### src/rtl/minute_hand_tracker.sv
// Wall-clock minute/hour tracker driven by an asynchronous minute toggle, with manual advance and set.
// Build with HOUR_CHIME_EN defined to include the hour chime pulse generator.
module minute_hand_tracker #(
   parameter int SYNC_STAGES  = 2,
   parameter int CHIME_CYCLES = 8
) (
   input  logic       clock,
   input  logic       reset,
   input  logic       minuteToggle,
   input  logic       advance,
   input  logic       setValid,
   input  logic [5:0] setMinute,
   input  logic [3:0] setHour,
   output logic       setReady,
   output logic       setError,
   output logic [5:0] minuteOut,
   output logic [3:0] hourOut,
   output logic [5:0] hourHandPos,
   output logic       chime
);

   typedef enum logic {BLANK = 1'b0, RUN = 1'b1} state_t;

   localparam int CNT_W = $clog2(SYNC_STAGES + 2);

   if (SYNC_STAGES < 2 || CHIME_CYCLES < 1) begin : g_param_check
      $error("minute_hand_tracker: SYNC_STAGES must be >= 2 and CHIME_CYCLES >= 1");
   end

   function automatic logic [5:0] hand_pos(input logic [3:0] h, input logic [5:0] m);
      logic [6:0] pos;
      pos = ({3'd0, h} * 7'd5) + {1'b0, m / 6'd12};
      return pos[5:0];
   endfunction

   function automatic logic [3:0] hour_next(input logic [3:0] h);
      return (h >= 4'd11) ? 4'd0 : h + 4'd1;
   endfunction

   state_t                 state_q;
   logic [CNT_W-1:0]       blank_cnt_q;
   logic [SYNC_STAGES-1:0] sync_q;
   logic                   edge_q;
   logic [5:0]             minute_q;
   logic [3:0]             hour_q;
   logic [5:0]             hand_q;
   logic                   ready_q;
   logic                   error_q;

   logic       sync_out;
   logic       tick;
   logic       adv;
   logic       set_fire;
   logic       set_legal;
   logic [1:0] steps;
   logic [6:0] sum;
   logic [5:0] minute_d;
   logic [3:0] hour_d;
   logic       error_d;

   always_comb begin
      sync_out  = sync_q[SYNC_STAGES-1];
      tick      = (state_q == RUN) && sync_out && !edge_q;
      adv       = (state_q == RUN) && advance;
      set_fire  = setValid && ready_q;
      set_legal = (setMinute <= 6'd59) && (setHour <= 4'd11);
      steps     = {1'b0, tick} + {1'b0, adv};
      sum       = {1'b0, minute_q} + {5'd0, steps};
      minute_d  = minute_q;
      hour_d    = hour_q;
      error_d   = 1'b0;
      // An accepted set (legal or not) swallows any same-cycle tick/advance.
      if (set_fire) begin
         if (set_legal) begin
            minute_d = setMinute;
            hour_d   = setHour;
         end else begin
            error_d = 1'b1;
         end
      end else if (sum >= 7'd60) begin
         minute_d = 6'(sum - 7'd60);
         hour_d   = hour_next(hour_q);
      end else begin
         minute_d = sum[5:0];
      end
   end

   always_ff @(posedge clock or posedge reset) begin
      if (reset) begin
         state_q     <= BLANK;
         blank_cnt_q <= '0;
         sync_q      <= '0;
         edge_q      <= 1'b0;
         minute_q    <= 6'd0;
         hour_q      <= 4'd0;
         hand_q      <= 6'd0;
         ready_q     <= 1'b0;
         error_q     <= 1'b0;
      end else begin
         sync_q <= {sync_q[SYNC_STAGES-2:0], minuteToggle};
         edge_q <= sync_out;
         case (state_q)
            BLANK: begin
               // Let the synchroniser and edge register settle so a level held through reset is not seen as a tick.
               error_q <= 1'b0;
               if (blank_cnt_q == CNT_W'(SYNC_STAGES)) begin
                  state_q <= RUN;
                  ready_q <= 1'b1;
               end else begin
                  blank_cnt_q <= blank_cnt_q + CNT_W'(1);
               end
            end
            RUN: begin
               minute_q <= minute_d;
               hour_q   <= hour_d;
               hand_q   <= hand_pos(hour_d, minute_d);
               error_q  <= error_d;
            end
            default: state_q <= BLANK;
         endcase
      end
   end

   assign setReady    = ready_q;
   assign setError    = error_q;
   assign minuteOut   = minute_q;
   assign hourOut     = hour_q;
   assign hourHandPos = hand_q;

`ifdef HOUR_CHIME_EN
   localparam int CHIME_W = $clog2(CHIME_CYCLES + 1);

   logic               wrap;
   logic               chime_q;
   logic [CHIME_W-1:0] chime_cnt_q;

   // Only an increment crossing 59->0 chimes; a set landing on :00 does not.
   assign wrap = !set_fire && (sum >= 7'd60);

   always_ff @(posedge clock or posedge reset) begin
      if (reset) begin
         chime_q     <= 1'b0;
         chime_cnt_q <= '0;
      end else if (wrap) begin
         chime_q     <= 1'b1;
         chime_cnt_q <= CHIME_W'(CHIME_CYCLES - 1);
      end else if (chime_cnt_q != '0) begin
         chime_cnt_q <= chime_cnt_q - CHIME_W'(1);
      end else begin
         chime_q <= 1'b0;
      end
   end

   assign chime = chime_q;
`else
   assign chime = 1'b0;
`endif

endmodule
### config.mk
export PLATFORM = sky130hd
export DESIGN_NAME = minute_hand_tracker
export DESIGN_NICKNAME = d
export VERILOG_FILES = /design/src/rtl/minute_hand_tracker.sv
export SDC_FILE = /design/constraint.sdc
export NUM_CORES = 1
export LEC_CHECK = 0
export CORE_MARGIN = 2
export CORE_UTILIZATION = 30
export CTS_CLUSTER_SIZE = 10
export DETAILED_ROUTE_END_ITERATION = 12
export DONT_BUFFER_PORTS = 1
export GPL_ROUTABILITY_DRIVEN = 0
export PLACE_DENSITY = 0.43
export SYNTH_ARGS = -nofsm -noshare
export SYNTH_HDL_FRONTEND = slang
export SYNTH_SLANG_ARGS = --single-unit
### constraint.sdc
create_clock -name clock -period 5.8 [get_ports clock]
set_input_delay 0.87 -clock clock [delete_from_list [all_inputs] [get_ports clock]]
set_output_delay 0.87 -clock clock [all_outputs]
set_load 0.01 [all_outputs]
==> metrics <==
flops & latches, synth 24; FF/Latch Area 601 µm²; Hold Startpoint sync_q[0]; Syn Nets 221; dpl cells around 260; crit path kind primary input to flop; IO Pins 34; DIE WIDTH 82.9 µm; Initial Utilization 0.313; relative slew slack 0.380; Peak supply drop 0.217 mV; nets approximately 220; Area Overhead vs Synth 6.03%; final hold vios 0; synth warn 0; most frequent cells in the layout dfrtp_1, nor2_1, ha_1, a21oi_1, nand2_1; antenna violations before repair 0; max-cap violations 0; Worst Setup SP advance; Worst Setup End Kind flop; Syn Inst Count 189; clk sinks 24; CTS Buf Count 3; Detail Placement HPWL 3190 µm; share of synthesized flip-flops with an asynchronous set or reset 1.00; worst slew pin tran between 900 and 1000 ps; Setup crit start kind primary input; share of layout cells above drive strength 1 0.162; max-slew violation count 0; Synth cell types 57; dpl cell area 1910 µm²; CTS Root Cell clkbuf_8; core area 5960 µm²; Final Cycle Share 0.918; multi-input logic area 1150 µm²; final clock skew 3.43 ps; vias in the first global route between 1k and 1.5k; worst path required time 5960 ps; DR iter-0 viols between 70 and 80; Final ANT Viol Nets 0; worst r2r src state_q; status finished clean; GRT Total Usage 0.122; H-tree Lvls 1; final setup fails 0; worst hold path type flop to flop; Finished Cell Area 1980 µm²; Avg Cell Area, Syn 9.88 µm²; Hold Path Cell Cnt 0; RSZ-0062 raised after global routing false; TNS Setup 0 ps; grt total ovfl 0; drt pass-1 iters 4; Row Count 28; first-pass GRT wire length 6880 µm; Pwr Total around 0.00074 W; critical path arrival 5490 ps; Die Height about 83 µm; R2R depth 23; post-CTS setup buffers 0; final std cells w/o fill 260; Final min period 5330 ps; buffer levels on the longest clock path 2; wire length per cell 15.7 µm; largest net degree at the start of global routing 25; CTS tree done; Critical Path Fanout Max 7; leak pwr 0.842 nW; Post-synth EDFFs 0; count of input and output buffers 0; WL final 4080 µm; highest clock rate 0.188 GHz; fill count 643; vias per cell between 5 and 6; synthesized area 1870 µm²; Worst-path clk slew 90 ps; post-CTS sizing 0; Clk Latency, worst-skew pair 270 ps; diodes inserted 0; Synth Flop Type dfrtp_1; commonest non-fill, non-tap cell in the layout dfrtp_1; vias 1327; Pwr Density 371 nW/µm²; DRC errors left 0; die area 6870 µm²; sequential area share after synthesis 0.322; hold buffers post-CTS 0
==> report_power, final <==
part / total [W] / leakage (nW) / internal [W] / switching (W)
registers: 0.000290 / 0.279 / 0.000208 / 0.0000820
clock network: 0.000147 / 0.0357 / 0.0000923 / 0.0000549
logic: 0.000298 / 0.528 / 0.000152 / 0.000146
total: 0.000735 / 0.842 / 0.000452 / 0.000283
==> cell usage after synthesis (2+ instances only) <==
cell	number	area, µm²
o22ai_1	3	18.8
xor2_1	2	17.5
buf_6	4	45.0
or3_1	2	12.5
nor2_1	22	82.6
a21o_1	4	30.0
nor2b_1	2	12.5
nand3_1	4	20.0
fa_1	2	40.0
mux2i_1	6	60.1
dfrtp_1	24	601
ha_1	15	188
o21ai_0	6	30.0
xnor2_1	7	61.3
and2_1	2	12.5
clkbuf_1	6	22.5
inv_1	10	37.5
nand2_1	11	41.3
a21oi_1	12	60.1
mux2_2	7	78.8
o221ai_1	2	17.5
==> flip-flops by register name, summed over array words and instances, names as in the netlist <==
signal / cells
hourHandPos: 6
hourOut: 4
setReady: 1
setError: 1
state_q: 1
blank_cnt_q: 2
minuteOut: 6
sync_q: 2
edge_q: 1
==> worst paths after layout <==
check                            endpoint  slack, ps
setup / recovery           hourHandPos[5]        470
hold / removal                  sync_q[1]        350
setup reg to reg           hourHandPos[5]        590
hold reg to reg                 sync_q[1]        350
max in group asynchronous  hourHandPos[5]       4540
min in group asynchronous  blank_cnt_q[1]        680
==> layout make-up <==
type | count | area share
multi-input combinational | 144 | 0.583
inverter | 10 | 0.0190
timing repair buffer | 3 | 0.0114
sequential | 24 | 0.303
clock buffer | 3 | 0.0209
clock inverter | 1 | 0.0152
tap | 75 | 0.0474
==> worst max-delay path, stage by stage <==
cell,delay (ps)
and2_1,150
fa_1,450
ha_1,240
xor2_1,140
ha_1,190
nor4b_2,230
mux2i_2,130
a32oi_4,340
nor2_4,100
xnor2_1,150
a311o_1,390
maj3_1,370
o211ai_2,160
ha_1,170
ha_1,160
inv_1,50
fa_1,390
inv_1,70
a21o_1,110
a21oi_1,70
xor2_1,150
xnor2_1,130
mux2_2,260
==> per-layer routing <==
layer / track usage / vias to the layer above / share of wire
met5: 0 / - / 0
met4: 0.0387 / 0 / 0.013
met3: 0.0278 / 5 / 0.057
met2: 0.202 / 30 / 0.49
met1: 0.157 / 626 / 0.44
li1: - / 666 / -
==> kinds of logic (layout without fill, tap and decap cells) <==
logic type,count (synthesis),count (layout),synth area share
multiplexers,14,14,0.0818
buffers and inverters,21,17,0.0603
AND/OR/NAND/NOR,59,59,0.176
adder cells (fa/ha/maj),18,18,0.127
other,1,1,0.00201
flip-flops,24,24,0.322
XOR/XNOR,9,9,0.0422
AO/OA/AOI/OAI,43,43,0.188
==> per-stage QoR <==
step | util | worst slack (ps) | hold slack [ps]
floorplan | - | 389 | 331
global placement | 0.320 | 206 | 334
detailed placement | 0.320 | 163 | 338
CTS | 0.332 | 444 | 359
global route | 0.332 | 128 | 361
finish | 0.332 | 473 | 355
No activity file was read; power rests on OpenSTA's default activity.
